<file path="src/rtl/src_arb_pkg.sv">
// Shared types and constants for the source-bus arbiter.
// Sel codes match the registered source mux: 0 parks the bus at hi-Z,
// and requester i drives code i+1.
package src_arb_pkg;

    typedef enum logic [1:0] {
        IDLE = 2'd0,
        OWN  = 2'd1,
        REL  = 2'd2
    } state_t;

    localparam logic [2:0] SEL_PARK   = 3'h0;
    localparam logic [2:0] SEL_A      = 3'h1;
    localparam logic [2:0] SEL_B      = 3'h2;
    localparam logic [2:0] SEL_IN     = 3'h3;
    localparam logic [2:0] SEL_OUTBUF = 3'h4;

    // Requester index to mux select code (index 0 maps to SEL_A).
    function automatic logic [2:0] idx_to_sel(input logic [2:0] idx);
        return idx + 3'd1;
    endfunction

endpackage

</file>
<file path="src/rtl/src_rr_pick.sv">
// Combinational round-robin pick: finds the first set request bit
// scanning ptr+1, ptr+2, ... modulo NREQ. Implemented as rotate,
// priority-encode, unrotate.
module src_rr_pick #(
    parameter int NREQ = 4
) (
    input  logic [NREQ-1:0] req,
    input  logic [2:0]      ptr,
    output logic            found,
    output logic [2:0]      idx
);

    localparam logic [3:0] NREQ_W = 4'(NREQ);

    logic [2:0]        start_s;
    logic [2*NREQ-1:0] doubled_s;
    logic [2*NREQ-1:0] shifted_s;
    logic [NREQ-1:0]   rotated_s;
    logic [2:0]        enc_s;
    logic [3:0]        sum_s;

    // Scan starts one past the last winner, wrapping at NREQ.
    always_comb begin
        if (({1'b0, ptr} + 4'd1) >= NREQ_W) begin
            start_s = 3'd0;
        end else begin
            start_s = ptr + 3'd1;
        end
    end

    assign doubled_s = {req, req};
    assign shifted_s = doubled_s >> start_s;
    assign rotated_s = shifted_s[NREQ-1:0];

    // Lowest set bit of the rotated vector wins.
    always_comb begin
        enc_s = 3'd0;
        found = 1'b0;
        for (int k = NREQ - 1; k >= 0; k--) begin
            if (rotated_s[k]) begin
                enc_s = 3'(k);
                found = 1'b1;
            end else begin
                enc_s = enc_s;
            end
        end
    end

    // Undo the rotation to recover the absolute requester index.
    always_comb begin
        sum_s = {1'b0, start_s} + {1'b0, enc_s};
        if (sum_s >= NREQ_W) begin
            idx = 3'(sum_s - NREQ_W);
        end else begin
            idx = sum_s[2:0];
        end
    end

endmodule

</file>
<file path="src/rtl/src_bus_arbiter.sv">
// Round-robin arbiter/sequencer for the registered source mux.
// Grants the bus, drives sel/srcoe, inserts a one-cycle park (REL)
// after every ownership so the mux latches hi-Z, and produces a
// data-valid strobe delayed for the mux register latency.
// Optional feature macro: SRC_ARB_TIMEOUT_EN (forced release after
// MAX_HOLD consecutive OWN cycles, flagged by a timeout pulse).
module src_bus_arbiter
    import src_arb_pkg::*;
#(
    parameter int NREQ     = 4,
    parameter int MAX_HOLD = 16
) (
    input  logic            clk,
    input  logic            rst,
    input  logic [NREQ-1:0] req,
    input  logic [NREQ-1:0] rel,
    output logic [NREQ-1:0] gnt,
    output logic [2:0]      sel,
    output logic            srcoe,
    output logic            valid,
    output logic            busy,
    output logic            timeout
);

    localparam logic [2:0]      PTR_INIT = 3'(NREQ - 1);
    localparam logic [NREQ-1:0] ONE_HOT0 = NREQ'(1);

    state_t     state_r;
    logic [2:0] ptr_r;
    logic [2:0] owner_r;

    logic       pick_found_s;
    logic [2:0] pick_idx_s;
    logic       user_release_s;
    logic       hold_expire_s;
    logic       release_s;

    src_rr_pick #(
        .NREQ (NREQ)
    ) u_pick (
        .req   (req),
        .ptr   (ptr_r),
        .found (pick_found_s),
        .idx   (pick_idx_s)
    );

    // gnt is one-hot while owning, so masking picks out the owner's bits.
    assign user_release_s = (|(gnt & rel)) | ~(|(gnt & req));
    assign release_s      = user_release_s | hold_expire_s;

`ifdef SRC_ARB_TIMEOUT_EN
    localparam int             CW        = $clog2(MAX_HOLD + 1);
    localparam logic [CW-1:0]  HOLD_LAST = CW'(MAX_HOLD - 1);

    logic [CW-1:0] hold_cnt_r;
    logic          timeout_r;

    assign hold_expire_s = (state_r == OWN) && (hold_cnt_r == HOLD_LAST);
    assign timeout       = timeout_r;

    // Count consecutive OWN cycles; flag a forced release for the REL cycle.
    always_ff @(posedge clk or posedge rst) begin
        if (rst) begin
            hold_cnt_r <= '0;
            timeout_r  <= 1'b0;
        end else begin
            if (state_r == OWN) begin
                hold_cnt_r <= hold_cnt_r + CW'(1);
            end else begin
                hold_cnt_r <= '0;
            end
            timeout_r <= (state_r == OWN) & hold_expire_s & ~user_release_s;
        end
    end
`else
    assign hold_expire_s = 1'b0;
    assign timeout       = 1'b0;
`endif

    // Arbitration FSM with registered grant, select and enable outputs.
    always_ff @(posedge clk or posedge rst) begin
        if (rst) begin
            state_r <= IDLE;
            gnt     <= '0;
            sel     <= SEL_PARK;
            srcoe   <= 1'b0;
            busy    <= 1'b0;
            ptr_r   <= PTR_INIT;
            owner_r <= 3'd0;
        end else begin
            case (state_r)
                IDLE: begin
                    if (pick_found_s) begin
                        state_r <= OWN;
                        gnt     <= ONE_HOT0 << pick_idx_s;
                        sel     <= idx_to_sel(pick_idx_s);
                        srcoe   <= 1'b1;
                        busy    <= 1'b1;
                        owner_r <= pick_idx_s;
                    end else begin
                        gnt   <= '0;
                        sel   <= SEL_PARK;
                        srcoe <= 1'b0;
                        busy  <= 1'b0;
                    end
                end
                OWN: begin
                    if (release_s) begin
                        state_r <= REL;
                        gnt     <= '0;
                        sel     <= SEL_PARK;
                        srcoe   <= 1'b1;
                        busy    <= 1'b1;
                        ptr_r   <= owner_r;
                    end else begin
                        srcoe <= 1'b1;
                        busy  <= 1'b1;
                    end
                end
                REL: begin
                    state_r <= IDLE;
                    gnt     <= '0;
                    sel     <= SEL_PARK;
                    srcoe   <= 1'b0;
                    busy    <= 1'b0;
                end
                default: begin
                    state_r <= IDLE;
                    gnt     <= '0;
                    sel     <= SEL_PARK;
                    srcoe   <= 1'b0;
                    busy    <= 1'b0;
                end
            endcase
        end
    end

    // Mux output follows sel one cycle later, so valid lags the grant.
    always_ff @(posedge clk or posedge rst) begin
        if (rst) begin
            valid <= 1'b0;
        end else begin
            valid <= srcoe & (|gnt);
        end
    end

endmodule

</file>
<file path="config.mk">
export PLATFORM = sky130hd
export DESIGN_NAME = src_bus_arbiter
export DESIGN_NICKNAME = d
export VERILOG_FILES = /design/src/rtl/src_arb_pkg.sv /design/src/rtl/src_rr_pick.sv /design/src/rtl/src_bus_arbiter.sv
export SDC_FILE = /design/constraint.sdc
export NUM_CORES = 1
export LEC_CHECK = 0
export ABC_AREA = 1
export BUFFER_PORTS_ARGS = -buffer_cell sky130_fd_sc_hd__buf_2
export CELL_PAD_IN_SITES_DETAIL_PLACEMENT = 0
export CELL_PAD_IN_SITES_GLOBAL_PLACEMENT = 2
export CORE_AREA = 2 2 65 67
export DETAILED_ROUTE_END_ITERATION = 8
export DIE_AREA = 0 0 67 69
export PLACE_DENSITY_LB_ADDON = 0.2
export SLEW_MARGIN = 10
export SYNTH_ARGS = -nofsm -noshare
export SYNTH_HDL_FRONTEND = slang
export SYNTH_SLANG_ARGS = --single-unit
</file>
<file path="constraint.sdc">
create_clock -name clk -period 6.8 [get_ports clk]
set_clock_uncertainty 0.05 [all_clocks]
set_input_delay 0.68 -clock clk [delete_from_list [all_inputs] [get_ports clk]]
set_output_delay 0.68 -clock clk [all_outputs]
set_load 0.02 [all_outputs]
</file>
* Yosys cells after proc, flatten, opt, wreduce, memory -nomap -nowiden
Cells that the tools add are included.
** Cells by class
- $add $sub $neg :: 5
- Magnitude comparators :: 2
- Equal/unequal tests :: 3
- Shifts and indexed selects :: 2
- Muxes and demuxes :: 21
- Bitwise logic cells :: 5
- Reduce and logical (&&, ||, !) cells :: 7
** Operator list (count)
- 2-bit two-way mux :: 6
- 3-bit two-way mux :: 4
- 4-bit OR reduction :: 3
- 4-bit bitwise AND :: 2
- 4-bit by 3-bit greater-or-equal comparator with 1-bit output (second input constant) :: 2
- 4-bit two-way mux :: 2
- 4-bit case mux with 2 select lines :: 1
- 8-bit by 3-bit right shift with 4-bit output :: 1
- 3-bit by 1-bit adder with 3-bit output (second input constant) :: 2
- 3-bit case mux with 2 select lines :: 1
- 2-bit AND reduction :: 3
- 1-bit two-way mux :: 5
- 3-bit by 1-bit adder with 4-bit output (second input constant) :: 1
- 3-bit by 2-bit adder with 4-bit output :: 1
- 2-bit inequality test (second input constant) :: 2
- 2-bit case mux with 2 select lines :: 1
- 1-bit by 3-bit left shift with 4-bit output (first input constant) :: 1
- 3-bit subtractor (second input constant) :: 1
- 2-bit by 1-bit equality test with 1-bit output (second input constant) :: 1
- 2-bit zero test :: 1
- 1-bit case mux with 2 select lines :: 1
- 1-bit bitwise AND :: 1
- 1-bit inverter :: 1
- 1-bit bitwise OR :: 1
** Storage, ports and cells
- Flip-flop bits (word level) :: 17
- Input bits :: 10
- Output and inout bits :: 11
- Logic and storage cells :: 52

* Longest topological paths before layout
Gate-level depths: netlist of run 1.
- Word-level depth :: 14
- Depth in mapped cells :: 15

* Modules after synthesis
A second synthesis of run 1 with hierarchy kept.
** Unflattened totals
- Cell total of the unflattened synthesis :: 147
- Area total of the unflattened synthesis :: 1176.1 sq um
** By module, submodules not included
- src_bus_arbiter :: instances 1, cells each 98, area an instance 890.9 sq um
- src_rr_pick :: instances 1, cells each 49, area an instance 285.3 sq um

* Worst setup path before layout of run 1
No wires, ideal clock.
- Kind :: flip-flop to flip-flop
- From :: register ptr_r[0]
- To :: register sel[2]
- Library setup time :: 0.118 ns
- Arrival :: 2.711 ns
- Data required time :: 6.632 ns
- Setup slack :: 3.921 ns
- Stages on the path, launching flop included :: 15
- Path buffers :: 0
- Clock period less this slack :: 2.879 ns
- Cells stage by stage :: dfstp_2 ha_1 inv_2 nand2_2 nand3_2 nor2_4 nand3_1 a31oi_1 nor2_1 ha_1 fa_1 ha_1 ha_1 nand3b_1 nand2_1
** Between the ends
- Cells in the longest elaborated chain, start to end :: 14
- Elaborated cells on any way between the ends :: 20
- Classes of those cells :: add/sub: 5; order compare: 2; shift: 1; mux: 12
** Ends and longest elaborated chain
- start, declared :: line src_bus_arbiter.sv:29 : logic [2:0] ptr_r;
- start signal, assigned :: line src_bus_arbiter.sv:114 : ptr_r <= owner_r;
- 3-bit by 1-bit adder with 4-bit output :: line src_rr_pick.sv:24 : if (({1'b0, ptr} + 4'd1) >= NREQ_W) begin
- 4-bit by 3-bit greater-or-equal comparator with 1-bit output :: line src_rr_pick.sv:24
- 3-bit two-way mux * :: line src_rr_pick.sv:24
- 8-bit by 3-bit right shift with 4-bit output :: line src_rr_pick.sv:32 : assign shifted_s = doubled_s >> start_s;
- 2-bit two-way mux (4 in series) :: line src_rr_pick.sv:40 : if (rotated_s[k]) begin
- 3-bit by 2-bit adder with 4-bit output * :: line src_rr_pick.sv:51 : sum_s = {1'b0, start_s} + {1'b0, enc_s};
- 4-bit by 3-bit greater-or-equal comparator with 1-bit output / 3-bit subtractor (equally long branches) :: line src_rr_pick.sv:52, src_rr_pick.sv:53
- 3-bit two-way mux * :: line src_rr_pick.sv:52 : if (sum_s >= NREQ_W) begin
- net pick_idx_s[1] :: line src_bus_arbiter.sv:33 : logic [2:0] pick_idx_s;
- 3-bit by 1-bit adder with 3-bit output * :: line src_arb_pkg.sv:20 : return idx + 3'd1;
- 3-bit two-way mux * :: line src_bus_arbiter.sv:93 : if (pick_found_s) begin
- 3-bit case mux with 2 select lines * :: line src_bus_arbiter.sv:91 : case (state_r)
- end signal, assigned :: line src_bus_arbiter.sv:96 : sel <= idx_to_sel(pick_idx_s);
- end, declared :: line src_bus_arbiter.sv:18 : output logic [2:0] sel,
The timed path passes the listed nets; every way through them passes the cells marked *.
A chain may end at the register's enable or synchronous reset.

* Worst setup path after layout of run 1
- From :: register ptr_r[1]
- To :: register sel[2]
The elaborated chain is that of the path after synthesis.

==> flow_metrics.py, run 1 <==
metrics = {
    "finish": {
        "syn2layout_area_growth_pct": 15.2,
        "nNetsFinal": 173,
        "final_cells": 204,
        "ff_latch_area_um2": 428,
        "nFillCells": 455,
        "drive_above_1_share_pct": 30.5,
        "stdcell_area_mm2": 0.00129,
        "layout_commonest_cell": "nand2_1",
        "final_cell_mix": "nand2_1, buf_2, inv_1",
        "n_antenna_cell": 0,
        "multi_input_area_um2": 586,
    },
    "placed_design": {
        "postPlaceCellArea_mm2": 0.00125,
        "dp_cells": 200,
        "gp_congestion": 0.780,
        "port_buffers": 19,
        "dp_hpwl_um": 2010,
    },
    "detailed_routing": {
        "drtPass1Iterations": 4,
        "drc": 0,
        "vias_per_cell": 4.46,
        "drt_iter0_markers": 35,
        "ant_nets": 0,
        "vias": 910,
        "routed_wl_um": 2510,
        "routedWlPerCell_um": 12.3,
    },
    "timing": {
        "finalMaxSlewViolations": 0,
        "post-route-min-period_ps": 3110,
        "max_freq_mhz": 321,
        "rsz0062_at_grt": "no",
        "hold_ws_ps": 427,
        "setup_violations": 0,
        "slew_headroom_pct": 30.6,
        "worst-slew-pin-transition_ps": 1040,
        "layout_worst_path_cycle_share_pct": 45.8,
        "finalSetupTns_ps": 0,
        "hold_viol": 0,
    },
    "setup_path": {
        "crit_top_cell": "ha_1",
        "r2r_start": "ptr_r[1]",
        "cp-start-kind": "flop",
        "r2r_cells": 14,
        "cp-endpoint": "sel[2]",
        "startpoint": "ptr_r[1]",
        "path_class": "flop to flop",
        "r2r_end": "sel[2]",
        "critical_path.top_delay_family": "adder cells",
        "cp.required_ps": 6940,
        "r2r_slack_ps": 3690,
        "slowest_delay_ps": 590,
        "cp.depth": 14,
        "cp_num_buf_inv": 1,
        "crit_fanout": 7,
        "cp-end-kind": "flop",
        "cp.arrival_ps": 3250,
        "worst_path_max_delay_cell": "fa_1",
        "worstPathCellList": "ha_1 -> inv_2 -> nand2_2 -> nand3_2 -> nor2_4 -> nand3_1 -> a31oi_1 -> nor2_1 -> ha_1 -> fa_1 -> ha_1 -> ha_1 -> nand3b_1 -> nand2_1",
    },
    "die": {
        "rows": 23,
        "die_h_um": 69,
        "die_area_mm2": 0.00462,
        "die_w_um": 67,
        "io_pins": 21,
        "core_mm2": 0.00391,
        "start_util_pct": 28.7,
    },
    "run_status": {
        "outcome": "finished clean",
    },
    "clocking": {
        "postCtsSetupRepairBufs": 0,
        "tritoncts": "built",
        "cts_hold_buf": 0,
        "clockRootBuffer": "clkbuf_8",
        "path_clk_slew_ps": 70,
        "cts_made_buffers": 3,
        "cts_buffer_depth": 2,
        "cts.sink_count": 17,
        "ctsHtreeMaxLevel": 1,
        "cts.repair.resized": 0,
        "clk_latency_ps": 250,
    },
    "logic_synthesis": {
        "syn-num-nets": 153,
        "synth_fa_ha_area_share_pct": 9.59,
        "syn_avg_cell_area_um2": 8.31,
        "synth_top_family_by_area": "simple AND/OR/NAND/NOR gates",
        "syn_area_mm2": 0.00112,
        "ys_seq_area_share_pct": 38.1,
        "synth_xor_area_share_pct": 0,
        "ys_seq_elements": 17,
        "syn_inst": 135,
        "synth-simple-area-share_pct": 36.2,
        "netlist-cell-type-count": 27,
        "synth_compound_area_share_pct": 5.69,
        "yosysWarnings": 0,
        "synthMuxAreaShare_pct": 0,
    },
    "global_routing": {
        "grt_start_max_net_pins": 18,
        "grt_use_total_pct": 11.9,
        "overflow": 0,
        "antenna_found_initial": 0,
        "grt_pass1_wl_um": 4340,
        "grt_pass1_vias": 926,
    },
    "min_path": {
        "min_path_type": "flop to flop",
    },
    "flow_run": {
        "drv_cap": 0,
    },
}
==> area by class of cell <==
class                           count  area share (%)
Sequential cell                    17            33.1
Inverter                           20            5.81
Clock buffer                        3            3.19
Multi-Input combinational cell     94            45.3
Timing Repair Buffer               19            7.36
Tap cell                           50            4.84
Clock inverter                      1           0.387
==> synthesized netlist by cell type <==
master     n  area, um^2
nand2_1   34         128
inv_1     18        67.6
dfrtp_1   15         375
nand3_1   10        50.1
nand3_2    9        90.1
ha_1       7        87.6
nand2_2    5        31.3
nand4_1    4        25.0
nor2_1     4        15.0
o21ai_0    4        20.0
buf_4      3        22.5
conb_1     2        7.51
dfstp_2    2        52.6
inv_2      2        7.51
nand3b_1   2        15.0
nor2_2     2        12.5
o22ai_1    2        12.5
a21oi_2    1        8.76
a221oi_1   1        8.76
a31oi_1    1        6.26
buf_6      1        11.3
fa_1       1        20.0
nand2_4    1        11.3
nand4_2    1        12.5
nor2_4     1        11.3
nor3_1     1        5.00
o21a_1     1        7.51
==> sequential cells by signal (all words and copies together) (netlist names) <==
| register | count |
|---|---|
| sel | 3 |
| ptr_r | 3 |
| state_r | 2 |
| gnt | 4 |
| valid | 1 |
| owner_r | 3 |
| busy | 1 |
==> stage by stage <==
step	setup WS, ps	utilization [%]
finish	3690	33.0
detailed placement	3710	31.8
floorplan	3920	-
CTS	3650	33.0
global route	3430	33.0
global placement	3770	31.8
==> how the worst min path moves through the flow <==
stage          startpoint         end  depth (start not counted)
4_1_cts        owner_r[1]  owner_r[1]                          2
5_1_grt        owner_r[1]  owner_r[1]                          2
6_report       owner_r[1]  owner_r[1]                          2
2_1_floorplan  owner_r[0]  owner_r[0]                          2
3_3_place_gp       sel[1]      sel[1]                          2
3_5_place_dp   owner_r[1]  owner_r[1]                          2
==> routing by layer <==
metal | part of all wire, % | vias up | track usage (%)
met5 | 0 | - | 0
met4 | 0 | 0 | 0.680
met3 | 4.5 | 0 | 2.94
met2 | 46 | 27 | 18.6
met1 | 49 | 416 | 17.3
li1 | - | 467 | -
==> kinds of logic (layout without fill, tap and decap cells) <==
kind of cell | count (synthesis) | after routing
simple gates | 74 | 74
buf+inv | 24 | 43
flops | 17 | 17
compound gates | 10 | 10
fa+ha+maj | 8 | 8
other cells | 2 | 2
==> worst reg2reg max path: cells and delay by family, from the launching register on <==
kind,cells,cell delay (ps)
AOI/OAI and AO/OA,1,190
DFF,1,550
buffers and inverters,1,50
adders and majority gates,5,1390
and+or+nand+nor,7,820
Power of run 1 is not shown: default switching activity piles up to over one toggle a cycle in this logic, so the estimate is an artifact.
==> inputs of run 2 (changes only) <==
clock period = 3.2 ns   (was 6.8 ns; I/O delays follow)
==> flow_metrics.py, run 2 (same netlist as run 1, synthesis figures left out) <==
metrics = {
    "placed_design": {
        "dp_cells": 201,
        "dp_hpwl_um": 1990,
        "post-place-ws_ps": 125,
        "postPlaceCellArea_mm2": 0.00125,
        "gp_congestion": 0.776,
        "port_buffers": 19,
    },
    "global_routing": {
        "grt_use_total_pct": 11.7,
        "grt_pass1_wl_um": 4220,
        "antenna_found_initial": 0,
        "overflow": 0,
        "grt_start_max_net_pins": 18,
        "grt_pass1_vias": 888,
    },
    "timing": {
        "hold_viol": 0,
        "hold_ws_ps": 97.6,
        "layout_worst_path_cycle_share_pct": 93.9,
        "worst_slack_ps": 196,
        "finalMaxSlewViolations": 0,
        "post-route-min-period_ps": 3000,
        "max_freq_mhz": 333,
        "slew_headroom_pct": 55.8,
        "setup_violations": 0,
        "worst-slew-pin-transition_ps": 663,
    },
    "clocking": {
        "cts_made_buffers": 3,
        "clk_latency_ps": 250,
        "path_clk_slew_ps": 70,
        "clockRootBuffer": "clkbuf_8",
        "cts_hold_buf": 0,
        "ctsHtreeMaxLevel": 1,
        "cts_buffer_depth": 2,
        "cts.sink_count": 17,
        "tritoncts": "built",
    },
    "die": {
        "start_util_pct": 28.7,
        "die_area_mm2": 0.00462,
        "die_w_um": 67,
        "io_pins": 21,
        "core_mm2": 0.00391,
        "die_h_um": 69,
        "rows": 23,
    },
    "setup_path": {
        "path_class": "flop to flop",
        "cp.required_ps": 3340,
        "slowest_delay_ps": 580,
        "critical_path.top_delay_family": "adder cells",
        "crit_top_cell": "ha_1",
        "cp-end-kind": "flop",
        "worstPathCellList": "ha_2 -> inv_2 -> nand2_4 -> nand3_2 -> nor2_4 -> nand3_1 -> a31oi_1 -> nor2_1 -> ha_1 -> fa_2 -> ha_1 -> ha_1 -> nand3b_1 -> nand2_1",
        "r2r_slack_ps": 200,
        "crit_fanout": 7,
        "cp-start-kind": "flop",
        "cp_num_buf_inv": 1,
        "worst_path_max_delay_cell": "fa_2",
        "cp.arrival_ps": 3140,
    },
    "min_path": {
        "min_path_type": "input pin to asynchronous set/reset pin",
    },
    "run_status": {
        "outcome": "finished clean",
    },
    "flow_run": {
        "drv_cap": 0,
    },
    "finish": {
        "layout_commonest_cell": "nand2_1",
        "largest-register": "gnt",
        "nNetsFinal": 177,
        "drive_above_1_share_pct": 33.5,
        "syn2layout_area_growth_pct": 18.7,
        "stdcell_area_mm2": 0.00133,
        "largest_register_ffs": 4,
        "n_antenna_cell": 0,
        "final_cells": 208,
        "final_cell_mix": "nand2_1, buf_2, inv_1",
    },
    "detailed_routing": {
        "drt_iter0_markers": 37,
        "ant_nets": 0,
        "routed_wl_um": 2500,
        "vias": 932,
        "routedWlPerCell_um": 12.0,
        "vias_per_cell": 4.48,
        "drc": 0,
        "drtPass1Iterations": 4,
    },
}
[run 2: cell type report]
type,count,area (um^2)
fill,445,2580
inverter,20,75.1
multi-input combinational,94,596
tap,50,62.6
timing repair buffer,23,125
clock inverter,1,5.00
sequential,17,428
clock buffer,3,41.3
[run 2: repair_timing]
| action | CTS | global route |
|---|---|---|
| endpoints found under the setup margin | 0 | 2 |
| gates resized for setup | 0 | 3 |
| buffers inserted | 0 | 3 |
[run 2: worst paths after layout]
path | startpoint | endpoint | cells past startpoint
setup / recovery | ptr_r[1] | sel[2] | 14
hold / removal | rst | owner_r[2] | 2
setup reg to reg | ptr_r[1] | sel[2] | 14
hold reg to reg | owner_r[1] | ptr_r[1] | 2
max in group asynchronous | rst | gnt[1] | 2
min in group clk | owner_r[1] | ptr_r[1] | 2
[run 2: per-layer routing]
layer	share of wire, %	global-route usage, %	vias up	wire, um
li1	-	-	473	-
met1	48	17.0	432	1200
met2	46	17.3	23	1160
met3	4.7	3.10	4	117
met4	0.84	2.72	0	21
met5	0	0	-	0
[run 2: stage by stage]
stage,setup TNS (ps),utilization [%]
finish,0,34.0
floorplan,0,-
global route,-8.37,34.0
global placement,0,32.0
CTS,0,33.2
detailed placement,0,32.0
Power of run 2 is left out for the same reason.
==> inputs of run 3 (changes only) <==
clock period = 3.32 ns   (was 3.2 ns; I/O delays follow)
==> flow_metrics.py, run 3 (same netlist as run 1, synthesis figures left out) <==
metrics = {
    "run_status": {
        "outcome": "finished clean",
    },
    "setup_path": {
        "path_class": "flop to flop",
        "cp-end-kind": "flop",
        "cp.arrival_ps": 3220,
        "cp-start-kind": "flop",
        "crit_fanout": 7,
        "cp.required_ps": 3460,
    },
    "finish": {
        "drive_above_1_share_pct": 31.6,
        "ff_latch_area_um2": 428,
        "layout_commonest_cell": "nand2_1",
        "syn2layout_area_growth_pct": 16.1,
        "nFillCells": 443,
        "nNetsFinal": 174,
        "n_antenna_cell": 0,
        "final_cell_mix": "nand2_1, buf_2, inv_1",
        "largest_register_ffs": 4,
        "multi_input_area_um2": 588,
        "largest-register": "gnt",
    },
    "detailed_routing": {
        "routedWlPerCell_um": 12.1,
        "vias": 914,
        "routed_wl_um": 2470,
        "vias_per_cell": 4.46,
        "drt_iter0_markers": 37,
        "drtPass1Iterations": 4,
        "ant_nets": 0,
        "drc": 0,
    },
    "clocking": {
        "clk_latency_ps": 250,
        "tritoncts": "built",
        "cts.sink_count": 17,
        "postCtsSetupRepairBufs": 0,
        "cts_buffer_depth": 2,
        "clockRootBuffer": "clkbuf_8",
        "ctsHtreeMaxLevel": 1,
        "path_clk_slew_ps": 70,
        "cts_made_buffers": 3,
    },
    "placed_design": {
        "dp_hpwl_um": 1990,
        "post-place-ws_ps": 245,
        "port_buffers": 19,
        "gp_congestion": 0.776,
    },
    "timing": {
        "worst-slew-pin-transition_ps": 660,
        "post-route-min-period_ps": 3080,
        "finalMaxSlewViolations": 0,
        "worst_slack_ps": 244,
        "hold_ws_ps": 108,
        "setup_violations": 0,
        "slew_headroom_pct": 56.0,
        "layout_worst_path_cycle_share_pct": 92.7,
        "max_freq_mhz": 325,
        "finalSetupTns_ps": 0,
        "rsz0062_at_grt": "no",
        "hold_viol": 0,
    },
    "die": {
        "die_w_um": 67,
        "core_mm2": 0.00391,
        "die_area_mm2": 0.00462,
        "start_util_pct": 28.7,
        "die_h_um": 69,
        "io_pins": 21,
        "rows": 23,
    },
    "global_routing": {
        "grt_pass1_wl_um": 4220,
        "grt_use_total_pct": 11.7,
        "grt_start_max_net_pins": 18,
        "overflow": 0,
        "antenna_found_initial": 0,
        "grt_pass1_vias": 888,
    },
    "flow_run": {
        "drv_cap": 0,
    },
    "min_path": {
        "min_path_type": "input pin to asynchronous set/reset pin",
    },
}
## run 3: worst paths after layout
| kind | start | end | slack (ps) | depth (start not counted) |
|---|---|---|---|---|
| max in group asynchronous | rst | gnt[1] | 2680 | 2 |
| worst max-delay path | ptr_r[1] | sel[2] | 240 | 14 |
| worst max register to register | ptr_r[1] | sel[2] | 240 | 14 |
| worst min-delay path | rst | owner_r[2] | 110 | 2 |
| worst min register to register | owner_r[1] | ptr_r[1] | 430 | 2 |
| min in group clk | owner_r[1] | ptr_r[1] | 430 | 2 |
## run 3: through the flow
step / cells / utilization, % / instance area, um^2
finish: 205 / 33.3 / 1300
detailed placement: 201 / 32.0 / 1250
CTS: 205 / 33.2 / 1300
floorplan: 135 / - / 1120
global route: 205 / 33.3 / 1300
global placement: 201 / 32.0 / 1250
## run 3: layout make-up
| cell class | count | share of cell area [%] |
|---|---|---|
| tap | 50 | 4.80 |
| timing repair buffer | 20 | 7.88 |
| multi-input combinational | 94 | 45.1 |
| inverter | 20 | 5.76 |
| clock buffer | 3 | 3.17 |
| sequential | 17 | 32.9 |
| clock inverter | 1 | 0.384 |
## run 3: layer usage
metal  up-vias  GRT usage [%]  wire length, um
li1        468              -                -
met1       419           17.0             1200
met2        23           17.3             1130
met3         4           3.10              117
met4         0           2.72               21
met5         -              0                0
## run 3: critical path, cell delays in order (launching register included)
cell      delay (ps)
dfstp_2          550
ha_1             220
inv_2             50
nand2_2          140
nand3_2          110
nor2_4           160
nand3_1          120
a31oi_1          180
nor2_1            60
ha_1             190
fa_2             580
ha_1             170
ha_1             220
nand3b_1         150
nand2_1           70
## run 3: what timing repair did
item | CTS | global route
gates resized for setup | 0 | 1
endpoints found under the setup margin | 0 | 1
hold buffers | 0 | 0
Power of run 3 is left out for the same reason.
